--- src/rtl/sys_ctrl_rf.sv ---
// Command front end for the register file: decodes write/read commands from
// the UART receive byte stream, strobes the register file, and forwards read
// data to the UART transmitter.
module sys_ctrl_rf #(
    parameter int unsigned          DATA_SIZE     = 8,
    parameter int unsigned          ADDRESS_WIDTH = 4,
    parameter logic [DATA_SIZE-1:0] WR_CMD        = 8'hAA,
    parameter logic [DATA_SIZE-1:0] RD_CMD        = 8'hBB,
    parameter int unsigned          RD_TIMEOUT    = 8
) (
    input  logic                     CLK,
    input  logic                     RST,
    input  logic [DATA_SIZE-1:0]     RX_P_DATA,
    input  logic                     RX_D_VLD,
    output logic [ADDRESS_WIDTH-1:0] Address,
    output logic                     WrEn,
    output logic                     RdEn,
    output logic [DATA_SIZE-1:0]     WrData,
    input  logic [DATA_SIZE-1:0]     RdData,
    input  logic                     RdData_Valid,
    output logic [DATA_SIZE-1:0]     TX_P_DATA,
    output logic                     TX_D_VLD,
    input  logic                     TX_BUSY,
    output logic                     CMD_ERR
);

    localparam int unsigned CNT_W = (RD_TIMEOUT > 1) ? $clog2(RD_TIMEOUT) : 1;

    typedef enum logic [2:0] {
        IDLE    = 3'd0,
        WR_ADDR = 3'd1,
        WR_DATA = 3'd2,
        RD_ADDR = 3'd3,
        RD_WAIT = 3'd4,
        TX_SEND = 3'd5
    } state_t;

    state_t                   state_q, state_d;
    logic [ADDRESS_WIDTH-1:0] addr_d;
    logic                     wren_d;
    logic                     rden_d;
    logic [DATA_SIZE-1:0]     wrdata_d;
    logic [DATA_SIZE-1:0]     txd_d;
    logic                     txv_d;
    logic                     err_d;
    logic [DATA_SIZE-1:0]     hold_q, hold_d;
    logic [CNT_W-1:0]         cnt_q, cnt_d;
    logic                     addr_bad;

    // Address byte is illegal when any bit above the register-file address is set
    assign addr_bad = (RX_P_DATA[DATA_SIZE-1:ADDRESS_WIDTH] != '0);

    // State, holding register, timeout counter and registered outputs
    always_ff @(posedge CLK or negedge RST) begin
        if (!RST) begin
            state_q   <= IDLE;
            hold_q    <= '0;
            cnt_q     <= '0;
            Address   <= '0;
            WrEn      <= 1'b0;
            RdEn      <= 1'b0;
            WrData    <= '0;
            TX_P_DATA <= '0;
            TX_D_VLD  <= 1'b0;
            CMD_ERR   <= 1'b0;
        end else begin
            state_q   <= state_d;
            hold_q    <= hold_d;
            cnt_q     <= cnt_d;
            Address   <= addr_d;
            WrEn      <= wren_d;
            RdEn      <= rden_d;
            WrData    <= wrdata_d;
            TX_P_DATA <= txd_d;
            TX_D_VLD  <= txv_d;
            CMD_ERR   <= err_d;
        end
    end

    // Next-state and next-output decode
    always_comb begin
        state_d  = state_q;
        hold_d   = hold_q;
        cnt_d    = cnt_q;
        addr_d   = Address;
        wren_d   = 1'b0;
        rden_d   = 1'b0;
        wrdata_d = WrData;
        txd_d    = TX_P_DATA;
        txv_d    = 1'b0;
        err_d    = 1'b0;

        case (state_q)
            IDLE: begin
                if (RX_D_VLD) begin
                    if (RX_P_DATA == WR_CMD) begin
                        state_d = WR_ADDR;
                    end else if (RX_P_DATA == RD_CMD) begin
                        state_d = RD_ADDR;
                    end else begin
                        err_d = 1'b1;
                    end
                end
            end
            WR_ADDR: begin
                if (RX_D_VLD) begin
                    if (addr_bad) begin
                        err_d   = 1'b1;
                        state_d = IDLE;
                    end else begin
                        addr_d  = RX_P_DATA[ADDRESS_WIDTH-1:0];
                        state_d = WR_DATA;
                    end
                end
            end
            WR_DATA: begin
                // Any byte here is payload, including command codes
                if (RX_D_VLD) begin
                    wrdata_d = RX_P_DATA;
                    wren_d   = 1'b1;
                    state_d  = IDLE;
                end
            end
            RD_ADDR: begin
                if (RX_D_VLD) begin
                    if (addr_bad) begin
                        err_d   = 1'b1;
                        state_d = IDLE;
                    end else begin
                        addr_d  = RX_P_DATA[ADDRESS_WIDTH-1:0];
                        rden_d  = 1'b1;
                        cnt_d   = '0;
                        state_d = RD_WAIT;
                    end
                end
            end
            RD_WAIT: begin
                err_d = RX_D_VLD;
                cnt_d = cnt_q + CNT_W'(1);
                if (RdData_Valid) begin
                    hold_d  = RdData;
                    cnt_d   = '0;
                    state_d = TX_SEND;
                end else if (cnt_q == CNT_W'(RD_TIMEOUT - 1)) begin
                    err_d   = 1'b1;
                    cnt_d   = '0;
                    state_d = IDLE;
                end
            end
            TX_SEND: begin
                err_d = RX_D_VLD;
                if (!TX_BUSY) begin
                    txd_d   = hold_q;
                    txv_d   = 1'b1;
                    state_d = IDLE;
                end
            end
            default: begin
                state_d = IDLE;
            end
        endcase
    end

endmodule

--- config.mk ---
export PLATFORM = sky130hd
export DESIGN_NAME = sys_ctrl_rf
export DESIGN_NICKNAME = d
export VERILOG_FILES = /design/src/rtl/sys_ctrl_rf.sv
export SDC_FILE = /design/constraint.sdc
export NUM_CORES = 1
export LEC_CHECK = 0
export ABC_AREA = 1
export CORE_ASPECT_RATIO = 1.25
export CORE_UTILIZATION = 51
export DETAILED_ROUTE_END_ITERATION = 6
export PLACE_DENSITY = 0.84
export SLEW_MARGIN = 20
export SYNTH_ARGS = -nofsm -noshare
export SYNTH_HDL_FRONTEND = slang
export SYNTH_SLANG_ARGS = --single-unit
export TNS_END_PERCENT = 30
--- constraint.sdc ---
create_clock -name CLK -period 3.4 [get_ports CLK]
set_input_delay 0.34 -clock CLK [delete_from_list [all_inputs] [get_ports CLK]]
set_output_delay 0.34 -clock CLK [all_outputs]
set_load 0.01 [all_outputs]
==> metrics.md <==
| Metric | Value |
|---|---|
| Status | completed |
| Post-CTS Hold Buffers | 0 |
| R2R depth | 9 |
| Slew headroom | around 45% |
| Final worst slack | roughly 1800 ps |
| Final-report max-slew violation count | 0 |
| Yosys warns | 0 |
| Post-CTS Repair Setup Buffers | 0 |
| Critical Path RT | slightly above 3000 ps |
| Min-delay worst type | input pin to asynchronous set/reset pin |
| Total gr overflow | 0 |
| Die H | between 60 and 70 um |
| Dpl hpwl | roughly 2600 um |
| RSZ-0062 raised after global routing | no |
| Die width | between 50 and 60 um |
| Synth Cell Area | 0.00168 mm2 |
| Arrival time worst endpoint | 1270 ps |
| Drt total wl | 3490 um |
| DRC | 0 |
| Cell Chain, Critical Path | clkdlybuf4s50_1 |
| Reg2reg start | cnt_q[0] |
| Cells after Synth | between 200 and 250 |
| Worst setup SP type | flop |
| CTS H-tree depth | 2 |
| Clk slew on worst S/H paths | roughly 100 ps |
| Vias | approximately 1400 |
| Diodes inserted | 0 |
| Wire length per cell | around 12 um |
| Syn-to-layout area delta | 30.2% |
| Nets | approximately 270 |
| GP Congestion | roughly 0.83 |
| CP peak stage delay | 560 ps |
| Synth Net Count | between 200 and 250 |
| PostCTS Resize Cnt | 0 |
| Pre-Repair DR Iteration Count | 4 |
| Hold Worst Slack | 80.6 ps |
| Final hold vios | 0 |
| Cell Area, Placed | 0.00214 mm2 |
| CP Capture Type | output pin |
| Initial antenna violation count | 0 |
| Pin slew with the least headroom to its limit | 821 ps |
| Total GRT Usage | between 20 and 25% |
| Internal | ~0.00087 W |
| Comb power frac | 34.8% |
| CTS Buffer Depth | 2 |
| Fmax | a little over 0.6 GHz |
| R2R Setup Slk | about 2000 ps |
| Clock power frac | around 17% |
| CP max stage cell | clkdlybuf4s50_1 |
| First-pass GRT wire length | 5950 um |
| Fill count | around 260 |
| Final instance area | about 0.0022 mm2 |
| Sequential Power Share | between 40% and 50% |
| Initial Util | a little under three fifths |
| Largest net degree at the start of global routing | 39 |
| I/O pins | 45 |
| Max cap viols | 0 |
| Cell family with most CP delay | buffers and inverters |
| Sequential area share after synthesis | a little under three fifths |
| Crit-path max FO | 2 |
| Clock skew | ~8 ps |
| Tcrit/Tclk final | between 40% and 50% |
| Pwr Total | between 0.001 and 0.0015 W |
| Vias in the first global route | 1375 |
| Root buf cell | clkbuf_4 |
| Pwr Density | 596 mW/mm2 |
| Setup violations, final | 0 |
| Layout cell share with drive strength beyond 1 | 9.24% |
| Final TNS setup | 0 ps |
| Yosys reg bits | 38 |
| Static leakage | roughly 1.2 nW |
| CTS sink cnt | 38 |
| Multi-input gate area | roughly 620 um2 |
| Peak VDD IR | 0.515 mV |
| Worst reg2reg path endpoint | state_q[0] |
| Post-Place Worst Slack | ~1600 ps |
| Final ANT Viol Nets | 0 |
| Switching share of total power | 33.6% |
| CP Class | flop to output pin |
| I/O Buffers | 44 |
| DR vias/cell | between 4 and 5 |
| Yosys cell types | 19 |
| Synth Area per Inst | 8.36 um2 |
| DIE AREA | roughly 0.0035 mm2 |
| Later-pin clock latency in the skew report | 350 ps |
| FF+latch area | around 950 um2 |
| CTS tree | built |
| Cell Rows | 22 |
| Net Sw Power | around 0.00044 W |
| Number of DRC markers in iteration 0 | 49 |
| Min Tclk post-route | 1610 ps |
| Crit path depth | 1 |
| Inserted Clock Buffers | 5 |
| Buffers and inverters on the worst path | 1 |
| Core Area | ~0.003 mm2 |
[cell usage in the layout (no fill, tap or decap), drive strengths merged]
cell type      instances
ha                     2
clkbuf                 5
nand2                 84
dfrtp                 38
a22oi                  1
nor3                   1
buf                    1
nand3                 17
clkinv                 2
nor2                  14
o21ai                 16
a21oi                  3
inv                   22
clkdlybuf4s50         43
[power by group through the flow]
| stage | clock network [W] | registers (W) | logic, W |
|---|---|---|---|
| finish | 0.000215 | 0.000635 | 0.000454 |
| global placement | 0 | 0.000640 | 0.000442 |
| floorplan | 0 | 0.000671 | 0.000193 |
| CTS | 0.000227 | 0.000635 | 0.000458 |
| detailed placement | 0 | 0.000643 | 0.000458 |
| global route | 0.000243 | 0.000650 | 0.000503 |
[metal layers]
layer	up-vias	global-route usage (%)	part of all wire (%)
li1	723	-	-
met1	640	27.3	41
met3	9	7.13	4.3
met5	-	0	0
met2	40	40.2	52
met4	0	12.8	2.5
[cells by family after synthesis]
kind of cell    synth area share [%]
compound gates                  6.11
fa+ha+maj                       1.49
buf+inv                         6.33
flops                           56.6
simple gates                    29.5
[cells in the mapped netlist, drive strengths merged]
| master | n | area, um2 |
|---|---|---|
| nor3 | 1 | 5.00 |
| o21ai | 16 | 80.1 |
| inv | 22 | 85.1 |
| nand3 | 17 | 95.1 |
| dfrtp | 38 | 951 |
| ha | 2 | 25.0 |
| a22oi | 1 | 7.51 |
| nand2 | 84 | 323 |
| buf | 3 | 21.3 |
| a21oi | 3 | 15.0 |
| nor2 | 14 | 72.6 |
[metrics by stage]
step / utilization, % / std cells
floorplan: - / 201
global placement: 70.7 / 278
detailed placement: 70.7 / 278
CTS: 72.2 / 285
global route: 72.2 / 285
finish: 72.2 / 285
[flip-flops by register name, indices dropped and copies added (netlist names)]
register and flops:
TX_P_DATA 8, CMD_ERR 1, cnt_q 3, state_q 3
RdEn 1, Address 4, WrData 8, hold_q 8
TX_D_VLD 1, WrEn 1
[worst max-delay path by stage]
stage / from / to
floorplan: cnt_q[0] / state_q[1]
global placement: RdData_Valid / state_q[0]
detailed placement: RdData_Valid / state_q[0]
CTS: WrData[0] / WrData[0]
global route: WrData[0] / WrData[0]
finish: WrData[0] / WrData[0]
[cell type report]
cell class | count | share of cell area [%]
inverters | 22 | 3.89
flip-flops and latches | 38 | 43.5
clock buffers | 5 | 1.72
clock inverters | 2 | 0.458
multi-input cells | 138 | 28.5
well taps | 36 | 2.06
repair buffers | 44 | 19.9
No activity file was read; power rests on OpenSTA's default activity.
==> edit (same settings) <==
Add an input register stage for `RX_P_DATA`, `RX_D_VLD`, `RdData`, `RdData_Valid` and `TX_BUSY`, without a reset; this delays them by one clock.
--- a/src/rtl/sys_ctrl_rf.sv
+++ b/src/rtl/sys_ctrl_rf.sv
@@ -36,4 +36,18 @@
     } state_t;
 
+    logic [DATA_SIZE-1:0] RX_P_DATA_q;
+    logic RX_D_VLD_q;
+    logic [DATA_SIZE-1:0] RdData_q;
+    logic RdData_Valid_q;
+    logic TX_BUSY_q;
+
+    always_ff @(posedge CLK) begin
+        RX_P_DATA_q    <= RX_P_DATA;
+        RX_D_VLD_q     <= RX_D_VLD;
+        RdData_q       <= RdData;
+        RdData_Valid_q <= RdData_Valid;
+        TX_BUSY_q      <= TX_BUSY;
+    end
+
     state_t                   state_q, state_d;
     logic [ADDRESS_WIDTH-1:0] addr_d;
@@ -49,5 +63,5 @@
 
     // Address byte is illegal when any bit above the register-file address is set
-    assign addr_bad = (RX_P_DATA[DATA_SIZE-1:ADDRESS_WIDTH] != '0);
+    assign addr_bad = (RX_P_DATA_q[DATA_SIZE-1:ADDRESS_WIDTH] != '0);
 
     // State, holding register, timeout counter and registered outputs
@@ -93,8 +107,8 @@
         case (state_q)
             IDLE: begin
-                if (RX_D_VLD) begin
-                    if (RX_P_DATA == WR_CMD) begin
+                if (RX_D_VLD_q) begin
+                    if (RX_P_DATA_q == WR_CMD) begin
                         state_d = WR_ADDR;
-                    end else if (RX_P_DATA == RD_CMD) begin
+                    end else if (RX_P_DATA_q == RD_CMD) begin
                         state_d = RD_ADDR;
                     end else begin
@@ -104,10 +118,10 @@
             end
             WR_ADDR: begin
-                if (RX_D_VLD) begin
+                if (RX_D_VLD_q) begin
                     if (addr_bad) begin
                         err_d   = 1'b1;
                         state_d = IDLE;
                     end else begin
-                        addr_d  = RX_P_DATA[ADDRESS_WIDTH-1:0];
+                        addr_d  = RX_P_DATA_q[ADDRESS_WIDTH-1:0];
                         state_d = WR_DATA;
                     end
@@ -116,6 +130,6 @@
             WR_DATA: begin
                 // Any byte here is payload, including command codes
-                if (RX_D_VLD) begin
-                    wrdata_d = RX_P_DATA;
+                if (RX_D_VLD_q) begin
+                    wrdata_d = RX_P_DATA_q;
                     wren_d   = 1'b1;
                     state_d  = IDLE;
@@ -123,10 +137,10 @@
             end
             RD_ADDR: begin
-                if (RX_D_VLD) begin
+                if (RX_D_VLD_q) begin
                     if (addr_bad) begin
                         err_d   = 1'b1;
                         state_d = IDLE;
                     end else begin
-                        addr_d  = RX_P_DATA[ADDRESS_WIDTH-1:0];
+                        addr_d  = RX_P_DATA_q[ADDRESS_WIDTH-1:0];
                         rden_d  = 1'b1;
                         cnt_d   = '0;
@@ -136,8 +150,8 @@
             end
             RD_WAIT: begin
-                err_d = RX_D_VLD;
+                err_d = RX_D_VLD_q;
                 cnt_d = cnt_q + CNT_W'(1);
-                if (RdData_Valid) begin
-                    hold_d  = RdData;
+                if (RdData_Valid_q) begin
+                    hold_d  = RdData_q;
                     cnt_d   = '0;
                     state_d = TX_SEND;
@@ -149,6 +163,6 @@
             end
             TX_SEND: begin
-                err_d = RX_D_VLD;
-                if (!TX_BUSY) begin
+                err_d = RX_D_VLD_q;
+                if (!TX_BUSY_q) begin
                     txd_d   = hold_q;
                     txv_d   = 1'b1;
Behaviour: not the same (Yosys sat finds a counterexample within 4 cycles, from zero or initial values and one cycle with RST low).
==> edit against the original RTL <==
- sequential share of layout area is 5.5 points higher
- maximum frequency is 7.5% lower
- critical path depth is 2 higher
- sequential cell count is 19 higher
- area after synthesis is 24% higher
- cell area is 24% higher
- total power is 50% higher
- count of clock-buffer cells in the layout is 8 higher
- worst setup slack worse by 0.13 ns
- wire length is 7.8% higher
- die area is 23% higher
- register-to-register slack worse by 0.33 ns
- critical path type is now flop to flop
- critical endpoint is now hold_q[7]
- largest power group unchanged
==> edit: results (changes against the original RTL) <==
placed_design:
  detailed_place_hpwl_mm: 2.70  # +2.2%
  placed_area_um2: 2530  # +18%
  pre_cts_ws_ns: 1.69  # +0.0432 ns
  gp_congestion: 0.798  # -3.5%
  port_buffers: 44  # unchanged
  dp.cells: 303  # +9.0%
global_route:
  grt_pass1_wl_mm: 6.19  # +3.9%
  grt_max_degree: 39  # unchanged
  gr-usage-all-layers: 0.204  # -0.0380
  antenna_found_initial: 0  # unchanged
min_path:
  hold_path.class: "input port to asynchronous set/reset pin"
logic_synthesis:
  ys_seq_area_frac: 0.641  # +0.0747
  synth_flop_cell: "dfrtp_1"
  yosysWarnings: 0  # unchanged
  ys_types: 20  # +1
  syn_avg_cell_area_um2: 9.85  # +18%
  yosys-top-cells-count: "nand2_1, dfrtp_1, inv_1"
  yosys-top-cells-area: "dfrtp_1, dfxtp_1, nand2_1"
  syn_nets: 234  # +4.5%
  async_flop_share: 0.667  # -0.333
critical_path:
  reg2reg_to: "hold_q[7]"
  critPathLaunchType: "flop"
  worst-r2r-cell-count: 3  # -6
  cp_max_fo: 17  # +15
  max_stage_delay_ns: 0.47  # -0.09 ns
  cp-end-kind: "flop"
  rr_startpoint: "state_q[1]"
  cpMaxStageDelayCell: "nand3_1"
  arrival_ns: 1.94  # +0.67 ns
sta:
  skew_ns: 0.00491  # -0.00293 ns
  fmax_mhz: 576  # -7.5%
  tightest_slew_ns: 0.828  # +0.00710 ns
clock_tree:
  cts_buffers: 9  # +4
  clk_latency_ns: 0.32  # -0.03 ns
  clockBufferDepth: 2  # unchanged
  post_cts_buffers: 0  # unchanged
  htree_levels: 3  # +1
  cts_resized: 0  # unchanged
  root_buffer: "clkbuf_8"
  cts.reportedPaths.clkPinSlew_ns: 0.06  # -0.04 ns
routing:
  via_count: 1531  # +8.4%
  drt_iter0_drc: 46  # -6.1%
  drc_errors: 0  # unchanged
  first_pass_iters: 4  # unchanged
  totalWireLength_mm: 3.76  # +7.8%
pwr:
  power_leakage_nw: 1.30  # +13%
  ir_worst_vdd_v: 0.000381  # -26%
  swShare: 0.286  # -0.0501
run_status:
  status: "completed"
finish:
  num_antenna_cells: 0  # unchanged
  final_cells: 319  # +12%
  nNetsFinal: 283  # +4.0%
  drive_above_1_share: 0.102  # +0.00952
-- edit: layout make-up --
type,instances,area [µm²]
inverter,25,96.3
sequential,57,1330
multi-input combinational,123,597
clock inverter,3,40.0
clock buffer,13,149
timing repair buffer,44,435
tap,54,67.6
fill,291,1130
-- edit: power by group through the flow --
stage               sequential [W]  clock [W]  combinational (W)
floorplan                 0.000928          0           0.000210
detailed placement        0.000911          0           0.000461
CTS                       0.000901   0.000613           0.000463
global placement          0.000903          0           0.000444
finish                    0.000900   0.000595           0.000457
global route              0.000918   0.000639           0.000512
-- edit: cells by family (layout without fill, tap and decap cells) --
logic type	count (synthesis)	count (layout)	share of synthesized area
AO/OA/AOI/OAI	32	32	0.0897
AND/OR/NAND/NOR	88	88	0.180
flip-flops	57	57	0.641
buffers and inverters	31	85	0.0722
multiplexers	1	1	0.00542
adder cells (fa/ha/maj)	2	2	0.0120
-- edit: how the worst min path moves through the flow --
stage	to	startpoint	depth (start not counted)	slack [ns]
after floorplan	Address[0]	RST	0	0.04
after global placement	hold_q[3]	RdData_q[3]	2	0.45
after detailed placement	hold_q[0]	RdData_q[0]	2	0.46
after CTS	WrData[4]	RST	1	0.12
after global routing	WrData[4]	RST	1	0.18
final	WrData[5]	RST	1	0.11
-- edit: layer usage --
layer  global-route usage  wire length, µm  vias to the layer above
li1                     -                -                      764
met1                0.210             1540                      725
met2                0.346             2030                       36
met3               0.0775              132                        6
met4                0.127               55                        0
met5                    0                0                        -
-- edit: worst max-delay path: cells and delay by family, from the launching register on --
| family | cells | cell delay (ns) |
|---|---|---|
| mux | 1 | 0.44 |
| simple gates | 2 | 0.74 |
| flops | 1 | 0.44 |
